## src/rtl/video_pattern_gen_if.sv

```systemverilog
// Pattern-generator control and video output bundle.
// master = the generator (drives sync/de/rgb), slave = the downstream sink.
interface video_pattern_gen_if #(
    parameter int COLOR_W = 8
);
    logic [1:0]           mode;
    logic [3*COLOR_W-1:0] solid_rgb;
    logic                 hs;
    logic                 vs;
    logic                 de;
    logic [COLOR_W-1:0]   rgb_r;
    logic [COLOR_W-1:0]   rgb_g;
    logic [COLOR_W-1:0]   rgb_b;
    logic                 frame_start;

    modport master (
        input  mode, solid_rgb,
        output hs, vs, de, rgb_r, rgb_g, rgb_b, frame_start
    );

    modport slave (
        output mode, solid_rgb,
        input  hs, vs, de, rgb_r, rgb_g, rgb_b, frame_start
    );
endinterface

```

## src/rtl/video_pattern_gen.sv

```systemverilog
// Parametrised video timing + test-pattern generator (colour bar, grid,
// ramp, solid). All outputs registered one cycle behind the h/v counters.
module video_pattern_gen #(
    parameter int H_ACTIVE  = 1280,
    parameter int H_FP      = 110,
    parameter int H_SYNC    = 40,
    parameter int H_BP      = 220,
    parameter int V_ACTIVE  = 720,
    parameter int V_FP      = 5,
    parameter int V_SYNC    = 5,
    parameter int V_BP      = 20,
    parameter int HS_POL    = 1,
    parameter int VS_POL    = 1,
    parameter int COLOR_W   = 8,
    parameter int GRID_LOG2 = 4
) (
    input  logic               clk,
    input  logic               rst,
    video_pattern_gen_if.master vif
);
    localparam int H_TOTAL = H_ACTIVE + H_FP + H_SYNC + H_BP;
    localparam int V_TOTAL = V_ACTIVE + V_FP + V_SYNC + V_BP;
    localparam int HW      = $clog2(H_TOTAL);
    localparam int VW      = $clog2(V_TOTAL);
    localparam int BAR_W   = H_ACTIVE / 8;
    localparam int BW      = (BAR_W > 1) ? $clog2(BAR_W) : 1;
    localparam int PW      = 3 * COLOR_W;

    localparam logic [HW-1:0] H_LAST   = HW'(H_TOTAL - 1);
    localparam logic [HW-1:0] H_ACT    = HW'(H_ACTIVE);
    localparam logic [HW-1:0] HS_BEG   = HW'(H_ACTIVE + H_FP);
    localparam logic [HW-1:0] HS_END   = HW'(H_ACTIVE + H_FP + H_SYNC);
    localparam logic [VW-1:0] V_LAST   = VW'(V_TOTAL - 1);
    localparam logic [VW-1:0] V_ACT    = VW'(V_ACTIVE);
    localparam logic [VW-1:0] VS_BEG   = VW'(V_ACTIVE + V_FP);
    localparam logic [VW-1:0] VS_END   = VW'(V_ACTIVE + V_FP + V_SYNC);
    localparam logic [HW-1:0] H_GMASK  = HW'((1 << GRID_LOG2) - 1);
    localparam logic [VW-1:0] V_GMASK  = VW'((1 << GRID_LOG2) - 1);
    localparam logic [BW-1:0] BAR_LAST = BW'(BAR_W - 1);
    localparam logic          HS_ON    = 1'(HS_POL);
    localparam logic          VS_ON    = 1'(VS_POL);

    logic [HW-1:0]      h_cnt;
    logic [VW-1:0]      v_cnt;
    logic [BW-1:0]      bar_cnt;
    logic [2:0]         bar_idx;
    logic [1:0]         mode_q;
    logic [PW-1:0]      solid_q;
    logic               at_origin;
    logic [1:0]         mode_eff;
    logic [PW-1:0]      solid_eff;
    logic               de_nxt;
    logic [PW-1:0]      pix;
    logic               hs_q, vs_q, de_q, fs_q;
    logic [PW-1:0]      rgb_q;

    assign at_origin = (h_cnt == '0) && (v_cnt == '0);
    // Settings sampled at (0,0) already apply to pixel (0,0) itself.
    assign mode_eff  = at_origin ? vif.mode      : mode_q;
    assign solid_eff = at_origin ? vif.solid_rgb : solid_q;
    assign de_nxt    = (h_cnt < H_ACT) && (v_cnt < V_ACT);

    // Raster counters plus bar-index counter tracking the current h_cnt.
    always_ff @(posedge clk) begin
        if (rst) begin
            h_cnt   <= '0;
            v_cnt   <= '0;
            bar_cnt <= '0;
            bar_idx <= '0;
        end else if (h_cnt == H_LAST) begin
            h_cnt   <= '0;
            bar_cnt <= '0;
            bar_idx <= '0;
            v_cnt   <= (v_cnt == V_LAST) ? '0 : v_cnt + VW'(1);
        end else begin
            h_cnt <= h_cnt + HW'(1);
            if (bar_cnt == BAR_LAST) begin
                bar_cnt <= '0;
                if (bar_idx != 3'd7) bar_idx <= bar_idx + 3'd1;
            end else begin
                bar_cnt <= bar_cnt + BW'(1);
            end
        end
    end

    // Frame-level capture of pattern settings so a frame never tears.
    always_ff @(posedge clk) begin
        if (rst) begin
            mode_q  <= '0;
            solid_q <= '0;
        end else if (at_origin) begin
            mode_q  <= vif.mode;
            solid_q <= vif.solid_rgb;
        end
    end

    // Pattern colour for the current counter position. The bar order maps
    // directly onto index bits: r=~idx[1], g=~idx[2], b=~idx[0].
    always_comb begin
        pix = '0;
        case (mode_eff)
            2'd0: pix = {{COLOR_W{~bar_idx[1]}}, {COLOR_W{~bar_idx[2]}},
                         {COLOR_W{~bar_idx[0]}}};
            2'd1: if (((h_cnt & H_GMASK) == '0) || ((v_cnt & V_GMASK) == '0))
                      pix = '1;
            2'd2: pix = {3{COLOR_W'(h_cnt)}};
            default: pix = solid_eff;
        endcase
    end

    // Registered output stage; blanking forces rgb to black.
    always_ff @(posedge clk) begin
        if (rst) begin
            hs_q  <= ~HS_ON;
            vs_q  <= ~VS_ON;
            de_q  <= 1'b0;
            rgb_q <= '0;
            fs_q  <= 1'b0;
        end else begin
            hs_q  <= (h_cnt >= HS_BEG && h_cnt < HS_END) ? HS_ON : ~HS_ON;
            vs_q  <= (v_cnt >= VS_BEG && v_cnt < VS_END) ? VS_ON : ~VS_ON;
            de_q  <= de_nxt;
            rgb_q <= de_nxt ? pix : '0;
            fs_q  <= at_origin;
        end
    end

    assign vif.hs          = hs_q;
    assign vif.vs          = vs_q;
    assign vif.de          = de_q;
    assign vif.rgb_r       = rgb_q[3*COLOR_W-1:2*COLOR_W];
    assign vif.rgb_g       = rgb_q[2*COLOR_W-1:COLOR_W];
    assign vif.rgb_b       = rgb_q[COLOR_W-1:0];
    assign vif.frame_start = fs_q;
endmodule

```

## src/flat_wrapper.sv

```systemverilog
// flat-port wrapper written by rule: the top's interface ports become plain ports
module video_pattern_gen_flat 
#(
    parameter int H_ACTIVE  = 1280,
    parameter int H_FP      = 110,
    parameter int H_SYNC    = 40,
    parameter int H_BP      = 220,
    parameter int V_ACTIVE  = 720,
    parameter int V_FP      = 5,
    parameter int V_SYNC    = 5,
    parameter int V_BP      = 20,
    parameter int HS_POL    = 1,
    parameter int VS_POL    = 1,
    parameter int COLOR_W   = 8,
    parameter int GRID_LOG2 = 4
)
  (clk, rst, vif_mode, vif_solid_rgb, vif_hs, vif_vs, vif_de, vif_rgb_r, vif_rgb_g, vif_rgb_b, vif_frame_start);
  video_pattern_gen_if #(.COLOR_W(COLOR_W)) vif_i ();
  input  logic clk;
  input  logic rst;
  input wire logic [$bits(vif_i.mode)-1:0] vif_mode;
  input wire logic [$bits(vif_i.solid_rgb)-1:0] vif_solid_rgb;
  output wire logic [$bits(vif_i.hs)-1:0] vif_hs;
  output wire logic [$bits(vif_i.vs)-1:0] vif_vs;
  output wire logic [$bits(vif_i.de)-1:0] vif_de;
  output wire logic [$bits(vif_i.rgb_r)-1:0] vif_rgb_r;
  output wire logic [$bits(vif_i.rgb_g)-1:0] vif_rgb_g;
  output wire logic [$bits(vif_i.rgb_b)-1:0] vif_rgb_b;
  output wire logic [$bits(vif_i.frame_start)-1:0] vif_frame_start;
  assign vif_i.mode = vif_mode;
  assign vif_i.solid_rgb = vif_solid_rgb;
  assign vif_hs = vif_i.hs;
  assign vif_vs = vif_i.vs;
  assign vif_de = vif_i.de;
  assign vif_rgb_r = vif_i.rgb_r;
  assign vif_rgb_g = vif_i.rgb_g;
  assign vif_rgb_b = vif_i.rgb_b;
  assign vif_frame_start = vif_i.frame_start;
  video_pattern_gen #(.H_ACTIVE(H_ACTIVE), .H_FP(H_FP), .H_SYNC(H_SYNC), .H_BP(H_BP), .V_ACTIVE(V_ACTIVE), .V_FP(V_FP), .V_SYNC(V_SYNC), .V_BP(V_BP), .HS_POL(HS_POL), .VS_POL(VS_POL), .COLOR_W(COLOR_W), .GRID_LOG2(GRID_LOG2)) u_core (.clk(clk), .rst(rst), .vif(vif_i));
endmodule
```

## config.mk

```make
export PLATFORM = sky130hd
export DESIGN_NAME = video_pattern_gen_flat
export DESIGN_NICKNAME = d
export VERILOG_FILES = /design/src/rtl/video_pattern_gen_if.sv /design/src/rtl/video_pattern_gen.sv /design/src/flat_wrapper.sv
export SDC_FILE = /design/constraint.sdc
export NUM_CORES = 1
export LEC_CHECK = 0
export ABC_CLOCK_PERIOD_IN_PS = 3490
export BUFFER_PORTS_ARGS = -buffer_cell sky130_fd_sc_hd__buf_2
export CAP_MARGIN = 40
export CORE_MARGIN = 2
export CORE_UTILIZATION = 61
export CTS_CLUSTER_DIAMETER = 200
export CTS_CLUSTER_SIZE = 24
export DETAILED_ROUTE_END_ITERATION = 8
export PLACE_DENSITY = 0.84
export SKIP_CTS_REPAIR_TIMING = 1
export SYNTH_ARGS = -nofsm -noshare
export SYNTH_HDL_FRONTEND = slang
export SYNTH_SLANG_ARGS = --single-unit
```

## constraint.sdc

```tcl
create_clock -name clk -period 3.49 [get_ports clk]
set_clock_uncertainty 0.2 [all_clocks]
set_input_delay 0.5235 -clock clk [delete_from_list [all_inputs] [get_ports clk]]
set_output_delay 0.5235 -clock clk [all_outputs]
set_load 0.005 [all_outputs]
```

# Word-level counts from Yosys, hierarchy flattened
# Index checks and enable logic that the tools add are counted.
dict set report totals {
  elab_cells 52
  output_inout_bits 28
  ff_bits 86
}
dict set report classes {
  mux 7
  bitwise_logic 4
  eq_ne 6
  reduce_logical 14
  n_lt_le_gt_ge 6
  add_sub_neg 4
}
# op n
set ops {}
lappend ops {{$pmux W24 S3} 1}
lappend ops {{$mux W24} 2}
lappend ops {{$logic_not A11 Y1} 2}
lappend ops {{$lt A11 B11 Y1 const B} 2}
lappend ops {{$logic_not A10 Y1} 2}
lappend ops {{$lt A10 B10 Y1 const B} 2}
lappend ops {{$add A11 B1 Y11 const B} 1}
lappend ops {{$eq A11 B11 Y1 const B} 1}
lappend ops {{$ge A11 B11 Y1 const B} 1}
lappend ops {{$add A10 B1 Y10 const B} 1}
lappend ops {{$eq A10 B10 Y1 const B} 1}
lappend ops {{$ge A10 B10 Y1 const B} 1}
lappend ops {{$mux W10} 1}
lappend ops {{$add A8 B1 Y8 const B} 1}
lappend ops {{$eq A8 B8 Y1 const B} 1}
lappend ops {{$logic_and A1 B1 Y1} 4}
lappend ops {{$not A1 Y1} 4}
lappend ops {{$reduce_or A2 Y1} 2}
lappend ops {{$add A3 B1 Y3 const B} 1}
lappend ops {{$ne A3 B3 Y1 const B} 1}
lappend ops {{$reduce_or A3 Y1} 1}
lappend ops {{$eq A2 B1 Y1 const B} 1}
lappend ops {{$eq A2 B2 Y1 const B} 1}
lappend ops {{$logic_not A2 Y1} 1}
lappend ops {{other kinds (4)} 5}

# Longest topological paths before layout
# Gate-level depths: netlist of the first run.
dict set report logic_depth {
  word_depth 5
  depth_mapped 9
  depth_no_buf 7
}

# Worst setup path after synthesis of the first run
# No wires, ideal clock.
dict set report synth_path {
  path_type {register -> register}
  start {register u_core.h_cnt[0]}
  end {register u_core.rgb_q[23]}
  required_time_ns 3.215
  n_path_buf 2
  arrival_time_ns 1.916
  synth_period_minus_slack_ns 2.191
  slack_ns 1.299
  stages_incl_launch_ff 10
  cell_sequence {dfxtp_1 inv_1 ha_1 nor4b_2 and3_1 and3_1 clkbuf_1 or3_1 buf_2 a31oi_1}
}
dict set report synth_between {
  elab_chain_cells 5
  word_cells_on_any_way 15
  classes_between {order compare (1); eq/ne (2); mux (4); bitwise (1); reduce/logical (7)}
}
# item line
set synth_rtl {}
lappend synth_rtl {{start, declared} video_pattern_gen.sv:43} ;# logic [HW-1:0] h_cnt;
lappend synth_rtl {{start signal, assigned} video_pattern_gen.sv:76} ;# h_cnt <= h_cnt + HW'(1);
lappend synth_rtl {{parallel branches: the longest is 5 deep, another holds $lt A11 B11 Y1} --}
lappend synth_rtl {{end signal, assigned} video_pattern_gen.sv:123} ;# rgb_q <= de_nxt ? pix : '0;
lappend synth_rtl {{end, declared} video_pattern_gen.sv:55} ;# logic [PW-1:0] rgb_q;
# Several ways; the timed one is not identified.
# A chain may end at the register's enable or synchronous reset.

# Worst setup path in the final report of the first run
# Ends and elaborated chain as after synthesis.

==> results of run 1 <==
sequential cells by signal (all words and copies together), names as in the netlist:
name                    flops
u_core.bar_cnt              8
u_core.bar_idx              3
u_core.h_cnt               11
u_core.mode_q               2
u_core.rgb_q               24
u_core.solid_q             24
u_core.v_cnt               10
u_core.vif.de               1
u_core.vif.frame_start      1
u_core.vif.hs               1
u_core.vif.vs               1
layout by cell type, fill, tap and decap left out, types with 11 or more instances in the layout:
cell type and instances:
dfxtp_1 86, nor2_1 61, nand2_1 61, buf_2 55
o21ai_0 38, a21oi_1 30, a31oi_1 27, o311ai_0 23
nand3_1 15, xor2_1 14, clkbuf_8 11
cells by family after synthesis:
family | share of synthesized area [%]
adders and majority gates | 2.92
xor gates and xnor gates | 5.01
and+or+nand+nor | 22.7
buffers and inverters | 4.42
AOI/OAI and AO/OA | 20.0
muxes | 0.260
DFF | 44.7
final cells by class:
| class | instances | area share (%) |
|---|---|---|
| Multi-Input combinational cell | 340 | 45.3 |
| Sequential cell | 86 | 39.8 |
| Timing Repair Buffer | 62 | 7.57 |
| Clock buffer | 12 | 3.58 |
| Tap cell | 75 | 2.17 |
| Clock inverter | 4 | 1.24 |
| Inverter | 4 | 0.347 |
power by group through the flow:
| stage | Sequential [W] | Combinational, W | Clock [W] |
|---|---|---|---|
| finish | 0.00110 | 0.000315 | 0.000728 |
| global route | 0.00110 | 0.000346 | 0.000781 |
| CTS | 0.00110 | 0.000311 | 0.000737 |
| detailed placement | 0.00112 | 0.000308 | 0 |
| global placement | 0.00112 | 0.000301 | 0 |
| floorplan | 0.00112 | 0.000192 | 0 |
critical path: stages, from the launching register on:
cell and delay (ns):
dfxtp_1 0.48, inv_1 0.08, ha_1 0.21, nor4b_2 0.17, and3_1 0.20, a21boi_1 0.50
o21ai_0 0.45, a31oi_1 0.27
worst paths after layout:
check / from / cells after the start / slack [ns] / end
min: vif_solid_rgb[15] / 3 / 0.21 / u_core.solid_q[15]
min reg2reg: u_core.solid_q[23] / 2 / 0.26 / u_core.solid_q[23]
max: u_core.h_cnt[0] / 7 / 0.87 / u_core.rgb_q[23]
max reg2reg: u_core.h_cnt[0] / 7 / 0.87 / u_core.rgb_q[23]
metal layers:
layer / part of all wire [%] / vias to the layer above / GRT usage (%)
met1: 43 / 1705 / 36.1
li1: - / 1731 / -
met4: 3.4 / 0 / 15.8
met5: 0 / - / 0
met3: 7.3 / 34 / 5.67
met2: 46 / 165 / 41.9
through the flow:
stage	total power, W	area (um^2)	hold slack, ns	worst slack (ns)	cells
5_1_grt	0.00223	4330	0.216	0.671	583
6_report	0.00214	4330	0.213	0.867	583
3_5_place_dp	0.00143	4120	0.244	0.963	567
4_1_cts	0.00214	4330	0.199	0.942	583
2_1_floorplan	0.00131	3850	0.226	1.30	464
3_3_place_gp	0.00142	4120	0.238	1.03	567
==> impl_metrics.env, run 1 <==
export IMPL_status="complete, no violations"
export IMPL_layout_area_overhead_vs_synth_pct=12.4
export IMPL_route_antenna_remaining_nets=0
export IMPL_clk_path_buf_depth=2
export IMPL_gp_congestion=0.918
export IMPL_postSynthAreaPerCell_um2=8.30
export IMPL_numCtsBuffers=9
export IMPL_drt_wl_total_um=9440
export IMPL_hold_viol=0
export IMPL_critical_path_class="flop to flop"
export IMPL_num_rows=28
export IMPL_grt_pass1_wl_um=15500
export IMPL_hpwlAfterDp_um=6400
export IMPL_cts_tree="done"
export IMPL_vias_per_cell=6.23
export IMPL_synthArstFlopShare_pct=0
export IMPL_sw_frac_of_total_pct=27.5
export IMPL_clock_power_share_pct=34.0
export IMPL_die_w_um=83.4
export IMPL_setup_viol=0
export IMPL_drive_above_1_share_pct=17.9
export IMPL_drv_cap=0
export IMPL_critPathRequiredTime_ns=3.58
export IMPL_post_route_period_util_pct=75.1
export IMPL_ys_top_cells_by_count="dfxtp_1 (86), nand2_1 (61), nor2_1 (61)"
export IMPL_grt_ovfl_total=0
export IMPL_die_h_um=83.4
export IMPL_synth_warnings=0
export IMPL_synth_top_area_cell="dfxtp_1"
export IMPL_worstMarginPinSlew_ns=0.865
export IMPL_end_kind="flop"
export IMPL_drc=0
export IMPL_num_vias=3635
export IMPL_multi_input_area_um2=1960
export IMPL_critPathMaxFanout=12
export IMPL_synth_nets=501
export IMPL_diodes=0
export IMPL_final_util_pct=71.8
export IMPL_combPwrFrac_pct=14.7
export IMPL_antenna_found_initial=0
export IMPL_cp_start_kind="flop"
export IMPL_rsz0062_at_grt="no"
export IMPL_grt_usage_pct=27.5
export IMPL_grt_start_max_net_pins=35
export IMPL_p_switching_w=0.000588
export IMPL_setup_tns_ns=0
export IMPL_slew_viol_final=0
export IMPL_grt_pass1_vias=3346
export IMPL_wl_per_cell_um=16.2
export IMPL_power_density_nw_per_um2=494
export IMPL_synth_seq_cells=86
export IMPL_power_leakage_nw=1.74
export IMPL_synth_cell_types=44
export IMPL_htree_num_levels=3
export IMPL_power_frac_seq_pct=51.2
export IMPL_io_buffers=55
export IMPL_finalCriticalPeriod_ns=2.62
export IMPL_holdCritPathClass="primary input to flop"
export IMPL_drt_iter0_drc=318
export IMPL_dieArea_um2=6960
export IMPL_core_area_um2=6030
export IMPL_netlist_area_um2=3850
export IMPL_cts_sinks=86
export IMPL_ioPinCount=56
export IMPL_synthTopCellsByArea="dfxtp_1 (45%), nand2_1 (5.9%), nor2_1 (5.9%)"
export IMPL_fin_nets=540
export IMPL_vdd_drop_max_v=0.000318
export IMPL_start_util_pct=63.9
export IMPL_syn_inst=464
export IMPL_fmax_mhz=381
export IMPL_internal_power_w=0.00155
export IMPL_synth_top_cell_area_share_pct=44.7
export IMPL_cts_root_buf="clkbuf_8"
export IMPL_max_slew_margin_pct=42.2
export IMPL_synth_seq_area_share_pct=44.7
export IMPL_worstSkewPairLatency_ns=0.36
export IMPL_ys_flop_type="dfxtp_1"
export IMPL_synth_most_common_cell="dfxtp_1"
export IMPL_path_clk_slew_ns=0.08
export IMPL_first_pass_iters=5
export IMPL_regArea_um2=1720
export IMPL_nFillCells=476
export IMPL_synth_edf_count=0
export IMPL_arrival_ns=2.71
No activity file was read; power rests on OpenSTA's default activity.
==> run 2: changes to the inputs <==
ABC_CLOCK_PERIOD_IN_PS = 2700   (was 3490)
CORE_UTILIZATION = 57   (was 61)
PLACE_DENSITY = 0.8   (was 0.84)
clock period = 2.7 ns   (was 3.49 ns; I/O delays follow)
==> run 2 against run 1 <==
  * Register-to-register slack lost 0.69 ns
  * Critical path type unchanged
  * Via count decreased by 1.7%
  * Setup slack got worse by 0.69 ns
  * Total power grew 22%
  * Clock power is 4.7% higher
  * Global-route usage fell by 1.6 points
  * Sequential power grew 29%
  * Highest routed layer unchanged
  * Combinational power grew 33%
  * Fmax rose by 3.9%
  * Critical path depth is 1 higher
  * Core utilization down 5.0 points
==> impl_metrics.env, run 2 (synthesis gave the netlist of run 1 again) <==
export IMPL_power_density_nw_per_um2=603
export IMPL_regToRegStartpoint="u_core.h_cnt[1]"
export IMPL_arrival_ns=2.53
export IMPL_final_common_cell="dfxtp_1"
export IMPL_diodes=0
export IMPL_fin_nets=544
export IMPL_drive_above_1_share_pct=18.6
export IMPL_setup_viol=0
export IMPL_layout_area_overhead_vs_synth_pct=12.1
export IMPL_cts_sinks=86
export IMPL_top_usage_layer="met2"
export IMPL_grt_pass1_wl_um=15300
export IMPL_finalCriticalPeriod_ns=2.52
export IMPL_num_vias=3574
export IMPL_cts_tree="done"
export IMPL_worst_path_max_delay_cell="o311ai_0"
export IMPL_num_rows=29
export IMPL_critPathRequiredTime_ns=2.70
export IMPL_critPathMaxFanout=22
export IMPL_mostFrequentLayoutCells="dfxtp_1 (86), nor2_1 (61), nand2_1 (61), buf_2 (55), o21ai_0 (38)"
export IMPL_r2r_end="u_core.rgb_q[16]"
export IMPL_max_stage_delay_ns=0.58
export IMPL_crit_path_end="u_core.rgb_q[16]"
export IMPL_power_leakage_nw=1.75
export IMPL_htree_num_levels=3
export IMPL_drt_wl_total_um=9510
export IMPL_postPlaceCellArea_um2=4150
export IMPL_hold_viol=0
export IMPL_antenna_found_initial=0
export IMPL_ioPinCount=56
export IMPL_regArea_um2=1720
export IMPL_worstMarginPinSlew_ns=0.924
export IMPL_r2r_slack_ns=0.18
export IMPL_crit_path_start="u_core.h_cnt[1]"
export IMPL_grt_usage_pct=25.9
export IMPL_cp_cell_sequence="inv_1, ha_1, nor4b_2, and3_1, nand2_1, buf_4, o311ai_0, a31oi_1"
export IMPL_dieArea_um2=7430
export IMPL_io_buffers=55
export IMPL_core_area_um2=6460
export IMPL_final_util_pct=66.8
export IMPL_use_met1_pct=32.7
export IMPL_top_regs="u_core.rgb_q (24), u_core.solid_q (24), u_core.h_cnt (11)"
export IMPL_cp_start_kind="flop"
export IMPL_max_slew_margin_pct=38.3
export IMPL_wl_per_cell_um=16.2
export IMPL_drv_cap=0
export IMPL_drc=0
export IMPL_rsz0062_at_grt="no"
export IMPL_vdd_drop_max_v=0.000237
export IMPL_post_route_period_util_pct=93.5
export IMPL_grt_use_met3_pct=4.10
export IMPL_cts_root_buf="clkbuf_8"
export IMPL_critical_path_class="flop to flop"
export IMPL_route_antenna_remaining_nets=0
export IMPL_holdCritPathClass="primary input to flop"
export IMPL_gp_congestion=0.879
export IMPL_nFillCells=555
export IMPL_reg2reg_depth=8
export IMPL_fmax_mhz=396
export IMPL_status="complete, no violations"
export IMPL_drt_iter0_drc=215
export IMPL_end_kind="flop"
export IMPL_path_clk_slew_ns=0.08
export IMPL_grt_util_met2_pct=44.2
export IMPL_first_pass_iters=5
export IMPL_finalInstanceArea_um2=4320
export IMPL_setup_tns_ns=0
export IMPL_multi_input_area_um2=1970
export IMPL_start_util_pct=59.6
export IMPL_grt_start_max_net_pins=34
export IMPL_hpwlAfterDp_um=6610
export IMPL_numCtsBuffers=9
export IMPL_grt_pass1_vias=3338
export IMPL_die_h_um=86.2
export IMPL_clk_path_buf_depth=2
export IMPL_vias_per_cell=6.08
export IMPL_grt_ovfl_total=0
export IMPL_worstSkewPairLatency_ns=0.35
export IMPL_slew_viol_final=0
export IMPL_die_w_um=86.2
## run 2: cell types whose count changed in the layout (fill, tap and decap cells not counted)
| cell | before | now |
|---|---|---|
| o311ai_1 | 1 | 2 |
| bufinv_16 | 1 | 0 |
| a21boi_2 | 0 | 1 |
| buf_6 | 0 | 1 |
| clkinvlp_4 | 2 | 1 |
| o311ai_0 | 23 | 22 |
| inv_6 | 1 | 0 |
| buf_4 | 7 | 10 |
| clkbuf_8 | 11 | 9 |
| clkinv_2 | 0 | 4 |
| a21boi_1 | 2 | 1 |
## run 2: how the worst min path moves through the flow
stage | endpoint | cells past startpoint | startpoint
floorplan | u_core.bar_cnt[0] | 1 | u_core.bar_cnt[0]
global route | u_core.solid_q[4] | 3 | vif_solid_rgb[4]
finish | u_core.solid_q[19] | 3 | vif_solid_rgb[19]
detailed placement | u_core.solid_q[1] | 2 | u_core.solid_q[1]
global placement | u_core.solid_q[15] | 2 | u_core.solid_q[15]
CTS | u_core.solid_q[17] | 3 | vif_solid_rgb[17]
## run 2: cell type report
class	instances	share of cell area, %
Multi-Input combinational cell	340	45.5
Sequential cell	86	39.9
Timing Repair Buffer	66	8.38
Clock buffer	10	2.96
Tap cell	77	2.23
Clock inverter	5	0.638
Inverter	4	0.348
## run 2: report_power, final
group	leakage, nW	internal (W)	switching, W
clock network	0.0817	0.000323	0.000439
logic	0.959	0.000161	0.000258
registers	0.708	0.00137	0.0000504
total	1.75	0.00186	0.000747
## run 2: layer usage
layer / part of all wire [%] / wire (um) / vias to the layer above
li1: - / - / 1731
met5: 0 / 0 / -
met3: 6.4 / 605 / 21
met2: 49 / 4640 / 140
met4: 2.4 / 228 / 0
met1: 42 / 4030 / 1682
## run 2: critical path: cells and delay by family (launching register included)
family / cells / cell delay (ns)
AOI/OAI and AO/OA: 2 / 0.68
and+or+nand+nor: 3 / 0.62
DFF: 1 / 0.38
adders and majority gates: 1 / 0.17
buffers and inverters: 2 / 0.32
## run 2: stage by stage
stage,setup slack (ns),hold WS [ns],total power [W],cells
floorplan,0.509,0.226,0.00169,464
global placement,0.325,0.238,0.00185,573
detailed placement,0.216,0.244,0.00186,573
CTS,0.194,0.100,0.00260,588
global route,0.0234,0.0956,0.00272,588
finish,0.176,0.0998,0.00260,588
